$ cat src/rtl/mmio_pkg.sv
// mmio_pkg: shared constants and types for the data-side memory controller.
//   - MMIO register offsets (mem_addr[11:0] within the MMIO page)
//   - bit positions inside the UART_STATUS word
//   - rd_src_t: which source answers a read one cycle after it is issued
package mmio_pkg;

  localparam logic [11:0] OFF_DISP_CTRL  = 12'h004;
  localparam logic [11:0] OFF_DISP_DAT   = 12'h008;
  localparam logic [11:0] OFF_LED        = 12'h00C;
  localparam logic [11:0] OFF_UART_DATA  = 12'h400;
  localparam logic [11:0] OFF_UART_STAT  = 12'h404;
  localparam logic [11:0] OFF_UART_IRQEN = 12'h408;

  localparam int ST_RX_NONEMPTY  = 0;
  localparam int ST_TX_FULL      = 1;
  localparam int ST_RX_OVF       = 2;
  localparam int ST_TX_EMPTY     = 3;
  localparam int ST_TX_DROP      = 4;
  localparam int ST_RX_COUNT_LSB = 8;
  localparam int ST_TX_COUNT_LSB = 16;

  typedef enum logic [1:0] {
    SRC_RAM  = 2'd0,
    SRC_MMIO = 2'd1,
    SRC_NONE = 2'd2
  } rd_src_t;

endpackage

$ cat src/rtl/sync_fifo.sv
// sync_fifo: single-clock show-ahead FIFO.
// Ports:
//   clk, i_rst     clock, synchronous active-high reset (flushes pointers/count)
//   i_push, i_din  write request and data
//   i_pop          read request; ignored while empty
//   o_dout         head entry, forced to 0 while empty
//   o_full, o_empty, o_count  occupancy
// A push while full is accepted only if a pop happens in the same cycle;
// a simultaneous push and pop leaves the count unchanged.
module sync_fifo #(
  parameter int WIDTH = 8,
  parameter int DEPTH = 16
) (
  input  logic                     clk,
  input  logic                     i_rst,
  input  logic                     i_push,
  input  logic [WIDTH-1:0]         i_din,
  input  logic                     i_pop,
  output logic [WIDTH-1:0]         o_dout,
  output logic                     o_full,
  output logic                     o_empty,
  output logic [$clog2(DEPTH):0]   o_count
);

  localparam int AW = $clog2(DEPTH);

  logic [WIDTH-1:0] r_mem [DEPTH];
  logic [AW-1:0]    r_wr_ptr;
  logic [AW-1:0]    r_rd_ptr;
  logic [AW:0]      r_count;
  logic             w_do_push;
  logic             w_do_pop;

  assign o_empty   = (r_count == '0);
  assign o_full    = (r_count == (AW+1)'(DEPTH));
  assign o_count   = r_count;
  assign o_dout    = o_empty ? '0 : r_mem[r_rd_ptr];
  assign w_do_pop  = i_pop & ~o_empty;
  assign w_do_push = i_push & (~o_full | w_do_pop);

  // Storage is not reset; reading it is masked by o_empty.
  always_ff @(posedge clk) begin
    if (w_do_push) r_mem[r_wr_ptr] <= i_din;
  end

  always_ff @(posedge clk) begin
    if (i_rst) begin
      r_wr_ptr <= '0;
      r_rd_ptr <= '0;
      r_count  <= '0;
    end else begin
      if (w_do_push) r_wr_ptr <= r_wr_ptr + 1'b1;
      if (w_do_pop)  r_rd_ptr <= r_rd_ptr + 1'b1;
      case ({w_do_push, w_do_pop})
        2'b10:   r_count <= r_count + 1'b1;
        2'b01:   r_count <= r_count - 1'b1;
        default: r_count <= r_count;
      endcase
    end
  end

endmodule

$ cat src/rtl/mmio_mem_controller.sv
// mmio_mem_controller: data-side controller between the core data port,
// BRAM port B and the MMIO page (display, LED, UART with TX/RX FIFOs).
// Ports:
//   clk, Rst                       clock, synchronous active-high reset
//   mem_wea/mem_rea/mem_en/mem_addr/mem_din   core request
//   mem_dout                       read data, 1 cycle after mem_rea, held otherwise
//   bram_enb/web/addrb/dinb/doutb  BRAM port B (1-cycle read latency)
//   uart_tx_data/valid/ready       TX stream out of the TX FIFO
//   uart_rx_data/valid             RX byte pulse into the RX FIFO
//   disp_wea, disp_dat, led        MMIO output registers
//   irq                            registered UART interrupt level
// Handshake: the TX stream is valid/ready; a byte transfers on every cycle
// where uart_tx_valid & uart_tx_ready, valid never depends on ready, and the
// head byte stays stable until it transfers. RX has no back-pressure.
module mmio_mem_controller
  import mmio_pkg::*;
#(
  parameter logic [19:0] MMIO_PAGE = 20'haaaaa,
  parameter int          MEM_AW    = 11,
  parameter int          TX_DEPTH  = 16,
  parameter int          RX_DEPTH  = 16,
  parameter int          LED_W     = 16
) (
  input  logic              clk,
  input  logic              Rst,
  input  logic              mem_wea,
  input  logic              mem_rea,
  input  logic [3:0]        mem_en,
  input  logic [31:0]       mem_addr,
  input  logic [31:0]       mem_din,
  output logic [31:0]       mem_dout,
  output logic              bram_enb,
  output logic [3:0]        bram_web,
  output logic [MEM_AW-1:0] bram_addrb,
  output logic [31:0]       bram_dinb,
  input  logic [31:0]       bram_doutb,
  output logic [7:0]        uart_tx_data,
  output logic              uart_tx_valid,
  input  logic              uart_tx_ready,
  input  logic [7:0]        uart_rx_data,
  input  logic              uart_rx_valid,
  output logic              disp_wea,
  output logic [31:0]       disp_dat,
  output logic [LED_W-1:0]  led,
  output logic              irq
);

  localparam int TX_CW = $clog2(TX_DEPTH) + 1;
  localparam int RX_CW = $clog2(RX_DEPTH) + 1;

  // Address decode
  logic [19:0] w_page;
  logic [11:0] w_off;
  logic        w_is_ram;
  logic        w_is_mmio;
  logic        w_mmio_wr;
  logic        w_mmio_rd;

  assign w_page    = mem_addr[31:12];
  assign w_off     = mem_addr[11:0];
  assign w_is_ram  = (w_page < MMIO_PAGE);
  assign w_is_mmio = (w_page == MMIO_PAGE);
  assign w_mmio_wr = mem_wea & w_is_mmio;
  assign w_mmio_rd = mem_rea & w_is_mmio;

  assign bram_enb   = (mem_wea | mem_rea) & w_is_ram;
  assign bram_web   = (mem_wea & w_is_ram) ? mem_en : 4'b0000;
  assign bram_addrb = mem_addr[MEM_AW+1:2];
  assign bram_dinb  = mem_din;

  // MMIO registers
  logic             r_disp_wea;
  logic [31:0]      r_disp_dat;
  logic [LED_W-1:0] r_led;
  logic [1:0]       r_irqen;
  logic             r_rx_ovf;
  logic             r_tx_drop;
  logic             r_irq;

  assign disp_wea = r_disp_wea;
  assign disp_dat = r_disp_dat;
  assign led      = r_led;
  assign irq      = r_irq;

  // FIFOs
  logic             w_tx_push, w_tx_pop, w_tx_full, w_tx_empty;
  logic [TX_CW-1:0] w_tx_count;
  logic             w_rx_pop, w_rx_full, w_rx_empty;
  logic [RX_CW-1:0] w_rx_count;
  logic [7:0]       w_rx_head;

  assign w_tx_push     = w_mmio_wr & (w_off == OFF_UART_DATA);
  assign uart_tx_valid = ~w_tx_empty;
  assign w_tx_pop      = uart_tx_valid & uart_tx_ready;
  assign w_rx_pop      = w_mmio_rd & (w_off == OFF_UART_DATA) & ~w_rx_empty;

  sync_fifo #(.WIDTH(8), .DEPTH(TX_DEPTH)) u_tx_fifo (
    .clk     (clk),
    .i_rst   (Rst),
    .i_push  (w_tx_push),
    .i_din   (mem_din[7:0]),
    .i_pop   (w_tx_pop),
    .o_dout  (uart_tx_data),
    .o_full  (w_tx_full),
    .o_empty (w_tx_empty),
    .o_count (w_tx_count)
  );

  sync_fifo #(.WIDTH(8), .DEPTH(RX_DEPTH)) u_rx_fifo (
    .clk     (clk),
    .i_rst   (Rst),
    .i_push  (uart_rx_valid),
    .i_din   (uart_rx_data),
    .i_pop   (w_rx_pop),
    .o_dout  (w_rx_head),
    .o_full  (w_rx_full),
    .o_empty (w_rx_empty),
    .o_count (w_rx_count)
  );

  // Status word and MMIO read mux, both from pre-write state
  logic [31:0] w_status;
  logic [31:0] w_mmio_rdata;

  always_comb begin
    w_status = '0;
    w_status[ST_RX_NONEMPTY] = ~w_rx_empty;
    w_status[ST_TX_FULL]     = w_tx_full;
    w_status[ST_RX_OVF]      = r_rx_ovf;
    w_status[ST_TX_EMPTY]    = w_tx_empty;
    w_status[ST_TX_DROP]     = r_tx_drop;
    w_status[ST_RX_COUNT_LSB +: 8] = 8'(w_rx_count);
    w_status[ST_TX_COUNT_LSB +: 8] = 8'(w_tx_count);
  end

  always_comb begin
    w_mmio_rdata = '0;
    if (w_is_mmio) begin
      case (w_off)
        OFF_DISP_CTRL:  w_mmio_rdata = {31'b0, r_disp_wea};
        OFF_DISP_DAT:   w_mmio_rdata = r_disp_dat;
        OFF_LED:        w_mmio_rdata = 32'(r_led);
        OFF_UART_DATA:  w_mmio_rdata = {24'b0, w_rx_head};
        OFF_UART_STAT:  w_mmio_rdata = w_status;
        OFF_UART_IRQEN: w_mmio_rdata = {30'b0, r_irqen};
        default:        w_mmio_rdata = '0;
      endcase
    end
  end

  // Sticky flags: a new event in the same cycle as a W1C wins.
  logic w_stat_wr;
  logic w_rx_ovf_set;
  logic w_tx_drop_set;

  assign w_stat_wr     = w_mmio_wr & (w_off == OFF_UART_STAT);
  assign w_rx_ovf_set  = uart_rx_valid & w_rx_full & ~w_rx_pop;
  assign w_tx_drop_set = w_tx_push & w_tx_full & ~w_tx_pop;

  always_ff @(posedge clk) begin
    if (Rst) begin
      r_disp_wea <= 1'b0;
      r_disp_dat <= '0;
      r_led      <= '0;
      r_irqen    <= '0;
      r_rx_ovf   <= 1'b0;
      r_tx_drop  <= 1'b0;
      r_irq      <= 1'b0;
    end else begin
      if (w_mmio_wr) begin
        case (w_off)
          OFF_DISP_CTRL:  r_disp_wea <= mem_din[0];
          OFF_DISP_DAT:   r_disp_dat <= mem_din;
          OFF_LED:        r_led      <= mem_din[LED_W-1:0];
          OFF_UART_IRQEN: r_irqen    <= mem_din[1:0];
          default:        ;
        endcase
      end
      r_rx_ovf  <= (r_rx_ovf  & ~(w_stat_wr & mem_din[ST_RX_OVF]))  | w_rx_ovf_set;
      r_tx_drop <= (r_tx_drop & ~(w_stat_wr & mem_din[ST_TX_DROP])) | w_tx_drop_set;
      r_irq     <= (r_irqen[0] & ~w_rx_empty) | (r_irqen[1] & w_tx_empty);
    end
  end

  // Read pipeline: source and MMIO value captured with the request; the
  // delivered word is latched so mem_dout holds while no read is in flight.
  rd_src_t     r_src;
  logic        r_rd_pend;
  logic [31:0] r_mmio_rdata;
  logic [31:0] r_last;
  logic [31:0] w_rd_mux;

  always_comb begin
    case (r_src)
      SRC_RAM:  w_rd_mux = bram_doutb;
      SRC_MMIO: w_rd_mux = r_mmio_rdata;
      default:  w_rd_mux = '0;
    endcase
  end

  assign mem_dout = r_rd_pend ? w_rd_mux : r_last;

  always_ff @(posedge clk) begin
    if (Rst) begin
      r_src        <= SRC_RAM;
      r_rd_pend    <= 1'b0;
      r_mmio_rdata <= '0;
      r_last       <= '0;
    end else begin
      r_rd_pend <= mem_rea;
      if (mem_rea) begin
        r_src        <= w_is_ram ? SRC_RAM : (w_is_mmio ? SRC_MMIO : SRC_NONE);
        r_mmio_rdata <= w_mmio_rdata;
      end
      if (r_rd_pend) r_last <= w_rd_mux;
    end
  end

endmodule
$ cat config.mk
export PLATFORM = sky130hd
export DESIGN_NAME = mmio_mem_controller
export DESIGN_NICKNAME = d
export VERILOG_FILES = /design/src/rtl/mmio_pkg.sv /design/src/rtl/sync_fifo.sv /design/src/rtl/mmio_mem_controller.sv
export SDC_FILE = /design/constraint.sdc
export NUM_CORES = 1
export LEC_CHECK = 0
export ABC_AREA = 1
export BUFFER_PORTS_ARGS = -buffer_cell sky130_fd_sc_hd__buf_4
export CAP_MARGIN = 20
export CORE_MARGIN = 5
export CORE_UTILIZATION = 57
export CTS_BUF_LIST = sky130_fd_sc_hd__clkbuf_16
export DETAILED_ROUTE_END_ITERATION = 6
export PLACE_DENSITY = 0.79
export SYNTH_ARGS = -nofsm -noshare
export SYNTH_HDL_FRONTEND = slang
export SYNTH_SLANG_ARGS = --single-unit
$ cat constraint.sdc
create_clock -name clk -period 3 [get_ports clk]
set_clock_uncertainty 0.15 [all_clocks]
set_input_delay 0.15 -clock clk [delete_from_list [all_inputs] [get_ports clk]]
set_output_delay 0.15 -clock clk [all_outputs]
set_load 0.05 [all_outputs]
==> results.py, run 1 <==
metrics = {
    "run_status": {
        "outcome": "completed",
    },
    "sta": {
        "final_hold_viol_count": 0,
        "max_slew.worst_pin.slew_ps": 817.8,
        "rsz0062_at_grt": "no",
        "setup_ws_ps": 181.5,
        "slew-limit-headroom": 0.4542,
        "fin_crit_sh": 0.9395,
        "fmax_mhz": 354.8,
        "holdWs_ps": 49.04,
        "setup_tns_ps": 0,
        "period_minus_slack_ps": 2818,
        "maxSlewViolCount": 0,
        "setup_viol": 0,
    },
    "worst_setup_path": {
        "r2r_cells": 15,
        "worstReg2RegEnd": "u_tx_fifo.o_count[4]",
        "rrSetupSlack_ps": 230,
        "regToRegStartpoint": "u_tx_fifo.o_count[0]",
        "cp-endpoint": "uart_tx_data[7]",
        "crit_slowest_cell": "buf_4",
        "endpoint_kind": "primary output",
        "arrival_ps": 2520,
        "cp-start-kind": "flop",
        "path_cells": "inv_1 > buf_4 > o21ai_0 > o221ai_1 > nand3_1 > a21oi_1 > buf_4",
        "critPathKind": "flop to primary output",
        "required_ps": 2700,
        "cp_slowest_stage_delay_ps": 320,
        "crit_path_frequent_cell": "buf_4",
        "path_max_fanout": 24,
    },
    "floorplanning": {
        "dieArea_um2": 34550,
        "rows": 64,
        "core_um2": 30590,
        "chipWidth_um": 185.9,
        "initial_core_util": 0.5764,
        "io_pins": 253,
        "die_height_um": 185.9,
    },
    "pwr": {
        "p_sw_frac": 0.2861,
        "pwr-share-seq": 0.449,
        "power.density_nw_per_um2": 627.6,
        "p_switching_mw": 3.940,
        "ir_worst_vdd_v": 0.0004279,
        "p_leak_nw": 8.573,
        "p_int_mw": 9.829,
        "combPwrFrac": 0.186,
        "clkPwrFrac": 0.366,
    },
    "routing": {
        "drt_iter0_markers": 1653,
        "vias": 14850,
        "drc_errors": 0,
        "drtAntennaViolNets": 0,
        "drt_pass1_iterations": 6,
        "vias_per_cell": 5.793,
        "post_drt_wl_per_cell_um": 19.53,
        "drt_wl_total_um": 50080,
    },
    "final_layout": {
        "final_nets": 2264,
        "layout-drive-gt1-share": 0.1836,
        "utilization": 0.7172,
        "areaGrowthSynthToFinish_pct": 24.42,
        "num-fill-cells": 2097,
        "n_antenna_cell": 0,
        "layout.cells.non_filler": 2564,
    },
    "global_routing": {
        "antenna_found_initial": 0,
        "grt_overflow": 0,
        "grt_pass1_vias": 14330,
        "grt_first_pass_wirelength_um": 75530,
        "track_usage": 0.2772,
        "grt_max_degree": 65,
    },
    "logic_synthesis": {
        "netlist_area_um2": 17630,
        "synth_fp_nets": 1966,
        "synthSimpleGateAreaFrac": 0.1492,
        "synth_area_leader_cell": "edfxtp_1",
        "netlist_top_cells_count": "nor2_1, nand2_1, edfxtp_1",
        "synth_top_area_share": 0.4360,
        "synth_most_common_cell": "nor2_1",
        "synth-compound-area-share": 0.1503,
        "seq_area_frac_synth": 0.6120,
        "synth_adder_area_share": 0.01107,
        "ys_top_cells_by_area": "edfxtp_1, dfxtp_1, nor2_1",
        "synth_edf_count": 256,
        "yosysUniqueCellTypes": 42,
        "syn_avg_cell_area_um2": 9.598,
        "ys.flop_type": "edfxtp_1",
        "async_reset_ff_frac": 0,
        "synth_mux_area_frac": 0,
        "synth-xor-area-share": 0.001490,
        "synth-seq-cells": 411,
        "synth_top_family_by_area": "compound AO/OA/AOI/OAI gates",
        "netlist_instances": 1837,
        "yosys_warnings": 0,
    },
    "clock_network": {
        "post_cts_buffers": 0,
        "ctsHtreeMaxLevel": 2,
        "clk_latency_ps": 530,
        "cts_tree": "yes",
        "cts_inserted_buffers": 41,
        "cts.sinks": 411,
        "path_clk_slew_ps": 60,
        "root_buffer": "clkbuf_16",
        "clockBufferDepth": 3,
    },
    "placement": {
        "routabilityCongestion": 0.9587,
        "dp_cells": 2409,
        "dp_slack_ps": 79.67,
        "io_buffers": 252,
        "dp_hpwl_um": 32350,
    },
    "flow_run": {
        "cap_violations": 0,
    },
    "min_path": {
        "hold_path_class": "input port to flop",
    },
}
==> cell type report <==
| type | instances | area, um^2 | area share |
|---|---|---|---|
| clock buffers | 43 | 1076 | 0.04905 |
| clock inverters | 33 | 247.7 | 0.01129 |
| inverters | 166 | 626.9 | 0.02857 |
| multi-input cells | 1119 | 5504 | 0.2509 |
| flip-flops and latches | 411 | 10790 | 0.4919 |
| well taps | 396 | 495.5 | 0.02259 |
| repair buffers | 396 | 3196 | 0.1457 |
==> sequential cells by signal (all words and copies together) (netlist names), 5 cells and up, named ones only <==
name / cells
u_tx_fifo.o_count: 5
u_rx_fifo.r_mem: 128
led: 16
u_tx_fifo.r_mem: 128
r_mmio_rdata: 32
r_last: 32
disp_dat: 32
u_rx_fifo.o_count: 5
==> placed cells by master, fill, tap and decap left out, drive strengths merged <==
master and instances:
buf 317, nor2 287, nand2 263, edfxtp 256
o21ai 210, inv 171, dfxtp 155, a21oi 102
nand3 83, dlygate4sd3 79, a211oi 52, clkbuf 43
o22ai 37, o221ai 34, clkinv 22, ha 14
o211ai 10, nand4 6, o2111ai 4, bufinv 4
xor2 3, nor3 3, nor4 2, clkinvlp 2
a41oi 2, or2 1, nor3b 1, a31o 1
o21a 1, o21bai 1, a31oi 1, fa 1
==> power by group through the flow <==
stage                     clock network, mW  registers (mW)  logic, mW
after CTS                              5.07            6.17       2.53
after global routing                   5.33            6.18       2.74
final                                  5.04            6.18       2.56
after floorplan                           0            6.27       1.61
after detailed placement                  0            6.29       2.43
after global placement                    0            6.28       2.36
==> worst min-delay path by stage <==
stage,from,endpoint,slack [ps],cells past startpoint
6_report,mem_addr[8],disp_wea,50,8
5_1_grt,mem_wea,led[7],90,5
4_1_cts,mem_addr[8],disp_wea,40,8
3_5_place_dp,u_rx_fifo.r_rd_ptr[3],u_rx_fifo.r_rd_ptr[3],290,1
3_3_place_gp,u_rx_fifo.r_rd_ptr[3],flop,280,1
2_1_floorplan,uart_rx_data[0],u_rx_fifo.r_mem[0][0],100,0
==> timing repair <==
| action | 4_1_cts | 5_1_grt |
|---|---|---|
| setup endpoints to repair | 0 | 1 |
| resized for setup | 0 | 1 |
| hold buffers | 79 | 0 |
| hold endpoints to repair | 363 | 0 |
==> worst max-delay path, delay by kind of cell (launching register included) <==
kind | cells | cell delay (ps)
compound gates | 3 | 740
buf+inv | 3 | 810
flops | 1 | 310
simple gates | 1 | 130
==> layer usage <==
metal  GRT usage  part of all wire
met2      0.4766              0.50
met4      0.1093             0.040
met3     0.04299             0.084
met5           0                 0
met1      0.3542              0.37
==> cells by family (layout without fill, tap and decap cells) <==
kind of cell / count (synthesis) / in the layout
AOI/OAI and AO/OA: 455 / 455
and+or+nand+nor: 646 / 646
adders and majority gates: 15 / 15
buffers and inverters: 307 / 638
DFF: 411 / 411
xor gates and xnor gates: 3 / 3
==> through the flow <==
stage,cell area (um^2),power (mW)
after global routing,21940,14.26
after global placement,19820,8.641
final,21940,13.77
after CTS,21930,13.77
after floorplan,17630,7.887
after detailed placement,19820,8.718
Power figures use the tool's default switching activity.
==> inputs of run 2 (changes only) <==
--- a/config.mk
+++ b/config.mk
@@ -12,7 +12,8 @@
 export CORE_UTILIZATION = 57
 export CTS_BUF_LIST = sky130_fd_sc_hd__clkbuf_16
 export DETAILED_ROUTE_END_ITERATION = 6
-export PLACE_DENSITY = 0.79
+export MAX_ROUTING_LAYER = met4
+export PLACE_DENSITY = 0.84
 export SYNTH_ARGS = -nofsm -noshare
 export SYNTH_HDL_FRONTEND = slang
 export SYNTH_SLANG_ARGS = --single-unit
==> run 2 against run 1 <==
  * The run now ends with DRC left
  * Critical endpoint is now uart_tx_data[2]
  * Count of clock-buffer cells in the layout fell by 3
  * Critical path type unchanged
  * Wire length rose by 0.12%
  * Die area did not move
==> results.py, run 2 (synthesis results as in run 1) <==
metrics = {
    "min_path": {
        "hold_path_class": "input port to flop",
        "min_to": "disp_wea",
        "hp-start": "mem_addr[8]",
        "holdPathStages": 8,
    },
    "routing": {
        "vias_per_cell": 5.869,
        "drt_wl_total_um": 50140,
        "drt_iter0_markers": 1829,
        "drt_pass1_iterations": 7,
        "drtAntennaViolNets": 0,
        "vias": 15050,
        "drc_errors": 3,
        "post_drt_wl_per_cell_um": 19.55,
    },
    "floorplanning": {
        "initial_core_util": 0.5764,
        "io_pins": 253,
        "chipWidth_um": 185.9,
        "dieArea_um2": 34550,
        "rows": 64,
        "die_height_um": 185.9,
        "core_um2": 30590,
    },
    "placement": {
        "io_buffers": 252,
        "dp_hpwl_um": 32070,
        "dp_cells": 2404,
        "routabilityCongestion": 0.9453,
    },
    "sta": {
        "fmax_mhz": 361.1,
        "setup_viol": 0,
        "slew-limit-headroom": 0.4963,
        "setup_tns_ps": 0,
        "fin_crit_sh": 0.9231,
        "maxSlewViolCount": 0,
        "final_hold_viol_count": 0,
        "rsz0062_at_grt": "no",
        "period_minus_slack_ps": 2769,
        "max_slew.worst_pin.slew_ps": 754.7,
    },
    "run_status": {
        "outcome": "finished with violations",
        "violations": "DRC",
    },
    "clock_network": {
        "clk_latency_ps": 550,
        "root_buffer": "clkbuf_16",
        "ctsHtreeMaxLevel": 2,
        "cts.sinks": 411,
        "cts_inserted_buffers": 40,
        "path_clk_slew_ps": 60,
        "clockBufferDepth": 3,
        "cts_tree": "yes",
    },
    "worst_setup_path": {
        "r2r_cells": 7,
        "arrival_ps": 2470,
        "path_cells": "buf_6 > o21ai_0 > o221ai_1 > nand3_1 > a21oi_1 > buf_4",
        "crit_slowest_cell": "buf_6",
        "critPathKind": "flop to primary output",
        "worstReg2RegEnd": "r_tx_drop",
        "endpoint_kind": "primary output",
        "critPathTopFamily": "compound AO/OA/AOI/OAI gates",
        "cp_num_buf_inv": 2,
        "path_max_fanout": 64,
        "rrSetupSlack_ps": 280,
        "required_ps": 2700,
        "cp_slowest_stage_delay_ps": 390,
        "cp-start-kind": "flop",
        "cp.depth": 6,
        "regToRegStartpoint": "u_tx_fifo.o_count[0]",
    },
    "final_layout": {
        "multiInputGateArea_um2": 5510,
        "area.sequential_um2": 10790,
        "final_common_cell": "buf_4",
        "top_regs": "u_rx_fifo.r_mem (128), u_tx_fifo.r_mem (128)",
        "layout-drive-gt1-share": 0.1832,
        "final_cell_mix": "buf_4, nor2_1, nand2_1, edfxtp_1, o21ai_0",
        "num-fill-cells": 2019,
        "final_nets": 2264,
        "areaGrowthSynthToFinish_pct": 24.23,
        "layout.cells.non_filler": 2564,
    },
    "global_routing": {
        "grt_max_degree": 65,
        "track_usage": 0.2886,
        "antenna_found_initial": 1,
        "grt_overflow": 0,
        "grt_first_pass_wirelength_um": 76890,
        "grt_pass1_vias": 14560,
    },
    "pwr": {
        "ir_worst_vdd_v": 0.0005215,
        "power.density_nw_per_um2": 621.2,
        "p_leak_nw": 8.556,
    },
    "flow_run": {
        "cap_violations": 0,
    },
}
-- run 2: changes by cell type in the layout (fill, tap and decap cells not counted), moves of 3 or more --
cell / change
buf_4: -5
clkinv_2: +4
clkinv_1: -6
clkbuf_16: -3
dlygate4sd3_1: +6
-- run 2: per-layer routing --
layer  part of all wire  vias to the layer above  GRT usage  wire, um
met5                  0                        -          -         0
met4              0.038                        0     0.1020      1882
met3              0.088                      154    0.03850      4414
met2               0.50                      896     0.4763     25130
met1               0.37                     7108     0.3700     18720
li1                   -                     6890          -         -
-- run 2: layout make-up --
cell class / count / share of cell area
repair buffers: 397 / 0.1465
flip-flops and latches: 411 / 0.4927
well taps: 396 / 0.02262
inverters: 166 / 0.02850
clock buffers: 40 / 0.04570
multi-input cells: 1119 / 0.2516
diodes: 1 / 0.0001142
clock inverters: 34 / 0.01228
-- run 2: how the worst max path moves through the flow --
stage	startpoint	end	slack, ps
2_1_floorplan	u_tx_fifo.o_count[0]	u_tx_fifo.o_count[4]	220
3_3_place_gp	mem_addr[28]	u_tx_fifo.o_count[4]	270
3_5_place_dp	mem_addr[22]	u_tx_fifo.o_count[4]	160
4_1_cts	flop	uart_tx_data[2]	140
5_1_grt	u_tx_fifo.o_count[0]	u_tx_fifo.o_count[4]	50
6_report	flop	uart_tx_data[2]	230
-- run 2: through the flow --
| step | util | power, mW | hold WS, ps | cell area (um^2) | worst slack, ps |
|---|---|---|---|---|---|
| floorplan | - | 7.887 | 98.87 | 17630 | 221.7 |
| detailed placement | 0.6463 | 8.721 | 285.6 | 19770 | 160.5 |
| CTS | 0.7156 | 13.59 | 52.45 | 21890 | 139.8 |
| finish | 0.7161 | 13.61 | 68.30 | 21900 | 230.7 |
| global placement | 0.6463 | 8.636 | 279.5 | 19770 | 272.2 |
| global route | 0.7161 | 14.10 | 128.2 | 21900 | 46.69 |
-- run 2: power by group --
group	switching (mW)	internal [mW]
clock network	2.15	2.72
registers	0.0763	6.10
logic	1.78	0.788
total	4.00	9.60
-- run 2: tightest hold or removal path, stage by stage --
cell and delay, ps:
buf_4 100, nor2_4 40, nand3_1 60, nor2_1 60
nand2_1 70, inv_1 70, nand2_1 80, a21oi_1 70
-- run 2: timing repair --
action,CTS,global route
setup buffers,0,0
hold endpoints to repair,358,0
hold buffers,85,0
gates resized for setup,1,2
endpoints found under the setup margin,3,3
==> inputs of run 3 (changes only) <==
--- a/config.mk
+++ b/config.mk
@@ -8,6 +8,7 @@
 export ABC_AREA = 1
 export BUFFER_PORTS_ARGS = -buffer_cell sky130_fd_sc_hd__buf_4
 export CAP_MARGIN = 20
+export CORE_ASPECT_RATIO = 1.25
 export CORE_MARGIN = 5
 export CORE_UTILIZATION = 57
 export CTS_BUF_LIST = sky130_fd_sc_hd__clkbuf_16
==> run 3 against run 2 <==
  * The run now ends clean
  * Wire length up 2.6%
  * Hold slack got worse by 33 ps
  * Cell area is 0.68% lower
  * Count of clock-buffer cells in the layout decreased by 1
  * Via count decreased by 0.44%
  * Non-clock buffer count fell by 6
  * Critical path type unchanged
==> results.py, run 3 (synthesis results as in run 1) <==
metrics = {
    "placement": {
        "dp_hpwl_um": 33950,
        "io_buffers": 252,
        "routabilityCongestion": 0.9417,
    },
    "worst_setup_path": {
        "endpoint_kind": "primary output",
        "r2r_cells": 11,
        "cp_num_buf_inv": 2,
        "critPathTopFamily": "compound AO/OA/AOI/OAI gates",
        "regToRegStartpoint": "u_tx_fifo.o_count[0]",
        "critPathKind": "flop to primary output",
        "crit_slowest_cell": "inv_1",
        "required_ps": 2700,
        "arrival_ps": 2560,
        "path_max_fanout": 19,
        "cp.depth": 8,
        "path_cells": "inv_1 > o21ai_0 > o22ai_1 > nor2_1 > nor2_1 > o21ai_0 > a21oi_1 > buf_4",
        "cp_slowest_stage_delay_ps": 470,
        "cp-start-kind": "flop",
    },
    "clock_network": {
        "root_buffer": "clkbuf_16",
        "cts_tree": "yes",
        "ctsHtreeMaxLevel": 2,
        "path_clk_slew_ps": 60,
        "cts.sinks": 411,
        "post_cts_buffers": 0,
        "cts_inserted_buffers": 39,
        "clk_latency_ps": 520,
        "clockBufferDepth": 3,
    },
    "global_routing": {
        "antenna_found_initial": 1,
        "track_usage": 0.2925,
        "grt_first_pass_wirelength_um": 78150,
        "grt_pass1_vias": 14840,
        "grt_overflow": 0,
        "grt_max_degree": 67,
    },
    "routing": {
        "drt_pass1_iterations": 5,
        "post_drt_wl_per_cell_um": 20.05,
        "drt_wl_total_um": 51420,
        "drtAntennaViolNets": 0,
        "drt_iter0_markers": 1489,
        "vias_per_cell": 5.843,
        "drc_errors": 0,
        "vias": 14980,
    },
    "min_path": {
        "holdPathStages": 5,
        "hp-start": "mem_wea",
        "hold_path_class": "input port to flop",
    },
    "final_layout": {
        "areaGrowthSynthToFinish_pct": 23.38,
        "final_nets": 2257,
        "top_regs": "u_rx_fifo.r_mem (128), u_tx_fifo.r_mem (128)",
        "area.sequential_um2": 10790,
        "multiInputGateArea_um2": 5504,
        "final_cell_mix": "buf_4, nor2_1, nand2_1, edfxtp_1, o21ai_0",
        "final_common_cell": "buf_4",
        "layout-drive-gt1-share": 0.1776,
        "num-fill-cells": 2073,
    },
    "pwr": {
        "power.density_nw_per_um2": 613.5,
        "p_leak_nw": 8.481,
        "ir_worst_vdd_v": 0.0005535,
    },
    "sta": {
        "final_hold_viol_count": 0,
        "setup_viol": 0,
        "fmax_mhz": 349.2,
        "slew-limit-headroom": 0.5133,
        "setup_tns_ps": 0,
        "period_minus_slack_ps": 2864,
        "rsz0062_at_grt": "no",
        "fin_crit_sh": 0.9546,
        "maxSlewViolCount": 0,
        "holdWs_ps": 35.05,
        "max_slew.worst_pin.slew_ps": 729.2,
    },
    "floorplanning": {
        "dieArea_um2": 34570,
        "io_pins": 253,
        "initial_core_util": 0.5740,
        "core_um2": 30720,
        "die_height_um": 206.6,
        "rows": 72,
        "chipWidth_um": 167.3,
    },
    "flow_run": {
        "cap_violations": 0,
    },
    "run_status": {
        "outcome": "completed",
    },
}
[run 3: cell count changes in the layout (fill, tap and decap cells not counted), sizes merged]
cell / before / now
clkbuf: 40 / 39
clkinv: 22 / 15
clkinvlp: 2 / 1
inv: 173 / 178
dlygate4sd3: 85 / 79
bufinv: 3 / 2
[run 3: stage by stage]
stage | area [um^2] | power [mW] | utilization | std cells | setup WS (ps)
floorplan | 17630 | 7.887 | - | 1837 | 221.7
global placement | 19790 | 8.664 | 0.6443 | 2415 | 285.1
detailed placement | 19790 | 8.763 | 0.6443 | 2415 | 217.6
CTS | 21750 | 13.32 | 0.7081 | 2563 | 203.8
global route | 21750 | 13.80 | 0.7082 | 2564 | 3.405
finish | 21750 | 13.35 | 0.7082 | 2564 | 136.3
[run 3: report_power, final]
part           leakage (nW)  internal, mW  switching, mW
Sequential             3.56          6.10         0.0754
Clock                 0.614          2.54           2.03
Combinational          4.30         0.802           1.81
[run 3: worst paths after layout]
check / slack [ps] / to
setup / recovery: 140 / uart_tx_data[3]
hold / removal: 40 / disp_wea
setup reg to reg: 230 / u_tx_fifo.o_count[4]
hold reg to reg: 310 / flop
[run 3: per-layer routing]
metal	wire length [um]	GRT usage
met1	18380	0.3390
met2	26320	0.5056
met3	3923	0.03829
met4	2793	0.1453
met5	0	-
[run 3: worst register-to-register path, stage by stage (launching register included)]
cell     delay, ps
dfxtp_1        360
nor4_1         460
nand2_1        130
nand2_1        140
inv_1          100
nand2_1        130
inv_1          130
fa_1           480
a31oi_1        250
nand2_1        110
a21oi_1        150
nor2_1          60
[run 3: timing repair]
item                      4_1_cts  5_1_grt
hold buffers                   79        0
gates resized for setup         0        0
hold endpoints to repair      357        0
[run 3: cell type report]
cell class / instances / share of cell area
Sequential cell: 411 / 0.4960
Inverter: 166 / 0.02864
Antenna cell: 1 / 0.0001150
Clock inverter: 30 / 0.008800
Tap cell: 407 / 0.02341
Timing Repair Buffer: 391 / 0.1452
Clock buffer: 39 / 0.04486
Multi-Input combinational cell: 1119 / 0.2530
